==> config.mk <==
export PLATFORM = sky130hd
export DESIGN_NAME = msk_and_rnd_sched
export DESIGN_NICKNAME = d
export VERILOG_FILES = /design/src/rtl/msk_and_rnd_sched.sv
export SDC_FILE = /design/constraint.sdc
export NUM_CORES = 1
export LEC_CHECK = 0
export CAP_MARGIN = 40
export CELL_PAD_IN_SITES_DETAIL_PLACEMENT = 2
export CELL_PAD_IN_SITES_GLOBAL_PLACEMENT = 2
export CORE_UTILIZATION = 30
export DETAILED_ROUTE_END_ITERATION = 6
export PLACE_DENSITY = 0.9
export SYNTH_ARGS = -nofsm -noshare
export SYNTH_HDL_FRONTEND = slang
export SYNTH_SLANG_ARGS = --single-unit
==> constraint.sdc <==
create_clock -name clk -period 2.7 [get_ports clk]
set_clock_uncertainty 0.15 [all_clocks]
set_input_delay 0.54 -clock clk [delete_from_list [all_inputs] [get_ports clk]]
set_output_delay 0.54 -clock clk [all_outputs]
set_load 0.005 [all_outputs]
==> src/rtl/msk_and_rnd_sched.sv <==
// Issue scheduler for a bank of masked HPC2 AND gadgets.
// Buffers RNG words into two batch slots and drives the skewed gadget inputs.
module msk_and_rnd_sched #(
    parameter int D  = 2,
    parameter int N  = 5,
    parameter int RW = 1
) (
    input  logic                       clk,
    input  logic                       rst,
    input  logic [RW-1:0]              rnd_in,
    input  logic                       rnd_in_valid,
    output logic                       rnd_in_ready,
    input  logic [N*D-1:0]             op_a,
    input  logic [N*D-1:0]             op_b,
    input  logic                       op_valid,
    output logic                       op_ready,
    output logic [N*D-1:0]             g_inb,
    output logic [N*D-1:0]             g_ina,
    output logic [N*D*(D-1)/2-1:0]     g_rnd,
    input  logic [N*D-1:0]             g_out,
    output logic [N*D-1:0]             res,
    output logic                       res_valid,
    output logic                       busy
);

    localparam int NRND = N * D * (D - 1) / 2;
    localparam int WPB  = NRND / RW;
    localparam int FCW  = (WPB > 1) ? $clog2(WPB) : 1;
    localparam int ND   = N * D;

    logic [NRND-1:0] slot [2];
    logic [1:0]      full;
    logic [1:0]      full_nxt;
    logic            wp;
    logic            rp;
    logic [FCW-1:0]  fc;
    logic            rnd_acc;
    logic            op_acc;
    logic            fc_last;
    logic            v1;
    logic            v2;
    logic            v3;
    logic [ND-1:0]   b_q;
    logic [ND-1:0]   a1_q;
    logic [ND-1:0]   a2_q;
    logic [NRND-1:0] r_q;

    assign rnd_in_ready = !full[wp];
    assign op_ready     = full[rp];
    assign rnd_acc      = rnd_in_valid && rnd_in_ready;
    assign op_acc       = op_valid && op_ready;
    assign fc_last      = (fc == FCW'(WPB - 1));

    // Consume and complete always hit different slots, so both updates apply.
    always_comb begin
        full_nxt = full;
        if (op_acc) begin
            full_nxt[rp] = 1'b0;
        end
        if (rnd_acc && fc_last) begin
            full_nxt[wp] = 1'b1;
        end
    end

    always_ff @(posedge clk) begin
        if (rst) begin
            full <= '0;
            wp   <= 1'b0;
            rp   <= 1'b0;
            fc   <= '0;
            v1   <= 1'b0;
            v2   <= 1'b0;
            v3   <= 1'b0;
        end else begin
            full <= full_nxt;
            if (rnd_acc) begin
                if (fc_last) begin
                    wp <= ~wp;
                    fc <= '0;
                end else begin
                    fc <= fc + 1'b1;
                end
            end
            if (op_acc) begin
                rp <= ~rp;
            end
            v1 <= op_acc;
            v2 <= v1;
            v3 <= v2;
        end
    end

    // Data path needs no reset: every output is gated by a stage-valid bit.
    always_ff @(posedge clk) begin
        if (rnd_acc) begin
            slot[wp][fc*RW +: RW] <= rnd_in;
        end
        if (op_acc) begin
            b_q  <= op_b;
            a1_q <= op_a;
            r_q  <= slot[rp];
        end
        if (v1) begin
            a2_q <= a1_q;
        end
    end

    assign g_inb     = v1 ? b_q  : '0;
    assign g_rnd     = v1 ? r_q  : '0;
    assign g_ina     = v2 ? a2_q : '0;
    assign res       = g_out;
    assign res_valid = v3;
    assign busy      = v1 || v2 || v3;

endmodule

After elaboration in Yosys (flattened, before gate mapping):

Memory sizes are Yosys's and may differ from the RTL's. A register that Yosys moved wholly into a read port is not among the register bits.
Index checks and enable logic that the tools add are counted.

* RAM bits: 10
* logic and storage cells: 50
* bits in registers: 40
* memories: 1
* input port bits: 35
* output and inout port bits: 39

* magnitude comparators: 4
* reduce and logical (&&, ||, !) cells: 9
* bitwise operators: 5
* mux-type cells: 16
* equality and inequality tests: 1
* shifts and indexed selects: 2
* add/subtract/negate cells: 2

Memory list
* slot: words 2, width 5, read ports 1, clocked after Yosys merged registers in 1, write ports 1, RTL line 31 `logic [NRND-1:0] slot [2];`

Operators with widths (count)
* negator 3 -> 34 bit: 1
* variable shift 1 x 34 -> 5 bit, first input constant: 1
* variable part select 1 x 34 -> 5 bit: 1
* two-way mux 10 bit: 2
* two-way mux 5 bit: 2
* two-way mux 1 bit: 7
* logical AND 1 bit: 5
* < comparator 1 x 2 -> 1 bit, second input constant: 2
* two-way mux 2 bit: 2
* adder 3 x 1 -> 3 bit, second input constant: 1
* equality test 3 bit, second input constant: 1
* two-way mux 3 bit: 1
* AND 2 bit: 1
* demux 1 bit (select 1 bit): 2
* greater-or-equal comparator 1 bit, second input constant: 2
* logical OR 1 bit: 2
* inverter 1 bit: 2
* inverter 2 bit: 1
* OR 2 bit: 1
* AND reduction 2 bit: 1
* zero test 1 bit: 1

Longest topological paths before layout:

* depth in word-level cells: 9
* mapped depth: 6
* depth with buffers taken out: 6

Worst setup path after synthesis:

OpenSTA, ideal clock, no wires.

* kind: register to register
* start: reg fc[0]
* end: mem slot[0][1] (netlist name), enable pin
* data arrival time: 1.751 ns
* period minus slack after synthesis: 2.193 ns
* setup slack: 0.507 ns
* buffers on the path: 0
* cell stages (with the launch flop): 7
* path through: dfxtp_1 -> inv_1 -> ha_1 -> ha_1 -> o31ai_1 -> nor4b_1 -> and2_1

* cells in the longest elaborated chain, start to end: 3

RTL lines
* start, declared: RTL line 36 `logic [FCW-1:0] fc;`
* start signal, assigned: RTL line 81 `fc <= fc + 1'b1;`
* negator 3 -> 34 bit: RTL line 96 `slot[wp][fc*RW +: RW] <= rnd_in;`
* variable shift 1 x 34 -> 5 bit: RTL line 96
* two-way mux 5 bit (implied by the code): RTL line 96
* end, declared: RTL line 31

No other way between the ends.

Worst setup path in the final report:

* start: reg v1
* end: out g_inb[0]

* cells in the longest elaborated chain, start to end: 1

RTL lines
* start, declared: RTL line 40 `logic v1;`
* start signal, assigned: RTL line 87 `v1 <= op_acc;`
* two-way mux 10 bit: RTL line 108 `assign g_inb = v1 ? b_q : '0;`
* end, declared: RTL line 17 `output logic [N*D-1:0] g_inb,`

No other way between the ends.

==> run metrics <==
status=completed; nets=264; Post-Syn Area=2362 µm²; Mean Syn Cell Area=13.73 µm²; CTS Sinks=55; Final Wtd Congestion=0.7810; Final Core Density=41.41%; GRT Overall Usage=13.53%; worst-margin pin slew=0.4390 ns; FF-to-FF Start=fc[1]$_SDFFE_PP0P_; PD cells=541.9 nW/µm²; Initial DRC Count=42; WS Path Type=flop to output pin; vias in the first global route=1680; height of the die=90.74 µm; library cells used by synthesis=36; initial antenna violation count=0; register bit total from synthesis=55; Peak VDD IR=0.2916 mV; crit path from=v1$_SDFF_PP0_; Worst-path clk slew=0.10 ns; final WL=5110 µm; number of diodes=0; R2R depth=6; Synth Instances=172; Power Total=1.671 mW; grt ovf=0; DP Wirelength=3843 µm; Critical Path End Type=output pin; pin count of the biggest net entering global routing=27; Max-slew headroom=70.51%; Tcrit/Tclk final=92.05%; R2R setup slack=0.25 ns; width of the die=90.74 µm; Synth warnings=0; Routed Antenna Nets=0; Fin. Hold Viols=0; H-tree Lvls=2; # DRC=0; critical path fanouts, max=19; syn nets=215; CTS Root Cell=clkbuf_8; CTS tree=yes; vias per cell=4.604; Vias=1478; I/O pin total=74; layout cells sized above 1=10.36%; global-route wire length before repair=8631 µm; Layout area overhead=30.56%; RR Endpoint=slot[0][1]$_DFFE_PP_; CP arrival=1.80 ns; final setup TNS=0 ns; final setup fails=0; later-pin clock latency in the skew report=0.30 ns; average wire per standard cell=15.92 µm; drt first pass iters=4; Final Critical Period=2.485 ns; CTS Buf Count=5; CP Launch Type=flop; Initial Util=31.72%; site row count=31; Max Buffers Root-to-Sink=2; die area=8233 µm²; Max Cap Viol=0; Setup crit end=g_inb[0]; IO Port Bufs=53; Seq/Total Area, Yosys=65.68%; leak pwr=1.066 nW; fin. max-slew vios=0; Core Box Area=7447 µm²; RSZ-0062 raised after global routing=no; Hold Path Class=flop to flop; fmax=402.4 MHz; worst path required time=2.01 ns
-- metal layers --
layer	vias up	GRT usage (%)	wire, µm
met3	8	3.199	199
li1	696	-	-
met1	742	15.02	2087
met2	32	25.13	2773
met4	0	4.435	49
met5	-	0	0
-- worst min-delay path by stage --
stage                           start                end  cells past startpoint
floorplan           a1_q[0]$_DFFE_PN_  a2_q[0]$_DFFE_PP_                      0
global placement    a1_q[9]$_DFFE_PN_  a2_q[9]$_DFFE_PP_                      0
detailed placement  a1_q[0]$_DFFE_PN_  a2_q[0]$_DFFE_PP_                      0
CTS                 a1_q[0]$_DFFE_PN_  a2_q[0]$_DFFE_PP_                      0
global route        a1_q[1]$_DFFE_PN_  a2_q[1]$_DFFE_PP_                      0
finish              a1_q[3]$_DFFE_PN_  a2_q[3]$_DFFE_PP_                      0
-- final cells by class --
class / count / area, µm²
inverter: 6 / 22.52
multi-input combinational: 96 / 691.9
clock buffer: 6 / 72.57
clock inverter: 2 / 60.06
timing repair buffer: 57 / 560.5
sequential: 55 / 1553
fill: 781 / 4363
tap: 99 / 123.9
-- cells in the final DEF (no fill, tap or decap), types with 2 or more instances in the layout --
| cell type | count |
|---|---|
| a21oi_1 | 3 |
| and2_1 | 30 |
| and3b_1 | 2 |
| buf_4 | 4 |
| bufinv_16 | 2 |
| clkbuf_8 | 5 |
| clkdlybuf4s50_1 | 53 |
| dfxtp_1 | 9 |
| edfxtp_1 | 45 |
| ha_1 | 8 |
| inv_1 | 6 |
| mux2_2 | 6 |
| nand2_1 | 4 |
| nand3_1 | 3 |
| nor2_1 | 7 |
| nor2b_1 | 3 |
| nor3_1 | 8 |
| o21ai_0 | 2 |
| or3_1 | 2 |
-- report_power, final --
part | leakage, nW | switching (mW) | total, mW | internal (mW)
Clock | 0.0654 | 0.266 | 0.637 | 0.371
Sequential | 0.489 | 0.00953 | 0.927 | 0.917
Combinational | 0.512 | 0.0495 | 0.108 | 0.0586
-- cell families (layout without fill, tap and decap cells) --
group / Yosys count / after routing / synth area share (%)
flip-flops: 55 / 55 / 65.68
AND/OR/NAND/NOR: 68 / 68 / 17.59
adder cells (fa/ha/maj): 8 / 8 / 4.237
buffers and inverters: 21 / 71 / 5.032
AO/OA/AOI/OAI: 11 / 11 / 2.967
multiplexers: 9 / 9 / 4.502
-- registers in the layout (all words and copies together), names as in the netlist --
signal     count
a1_q          10
a2_q          10
b_q           10
fc             3
full           2
r_q            5
res_valid      1
rp             1
slot          10
v1             1
v2             1
wp             1
-- through the flow --
stage          cell area, µm²  hold WS (ns)  worst slack, ns  instances
2_1_floorplan            2362        0.2503           0.5065        172
3_3_place_gp             2950        0.2517           0.3117        313
3_5_place_dp             2950        0.2579           0.1832        313
4_1_cts                  3083        0.2818           0.1534        321
5_1_grt                  3084        0.2905          0.08108        321
6_report                 3084        0.2783           0.2147        321
-- cells in the mapped netlist --
library cell,count,share of area (%)
o21bai_1,1,0.32
dfxtp_1,10,8.5
mux2_4,1,0.64
a21oi_1,3,0.64
o31ai_1,1,0.32
mux2_2,6,2.9
buf_2,2,0.42
mux2i_1,1,0.42
or4b_1,1,0.42
a31oi_1,1,0.26
and4bb_2,1,0.53
buf_4,10,3.2
inv_1,6,0.95
mux2i_2,1,0.58
nand3_1,3,0.64
nor3b_1,1,0.32
nor2b_1,3,0.79
nor3_1,8,1.7
nand2_1,4,0.64
and4_1,1,0.37
nor2_1,7,1.1
a211oi_1,1,0.32
nand2_4,1,0.48
clkbuf_1,3,0.48
and2_1,30,7.9
nor4b_1,1,0.37
o21ai_0,2,0.42
nand4b_1,1,0.37
a311oi_1,1,0.37
or3b_2,1,0.37
o21a_1,1,0.32
or3_1,2,0.53
and3b_1,2,0.74
edfxtp_1,45,57
nand2b_1,1,0.26
ha_1,8,4.2
-- timing repair --
item                                    in CTS  in global routing
setup buffers                                0                  0
endpoints found under the setup margin       0                  2
hold buffers                                 0                  0
hold endpoints to repair                     0                  0
resized for setup                            0                  1
-- worst max-delay path: stages, from the launching register on --
cell	delay, ns
dfxtp_1	0.53
buf_4	0.29
and2_1	0.15
clkdlybuf4s50_1	0.52
Power figures use the tool's default switching activity.
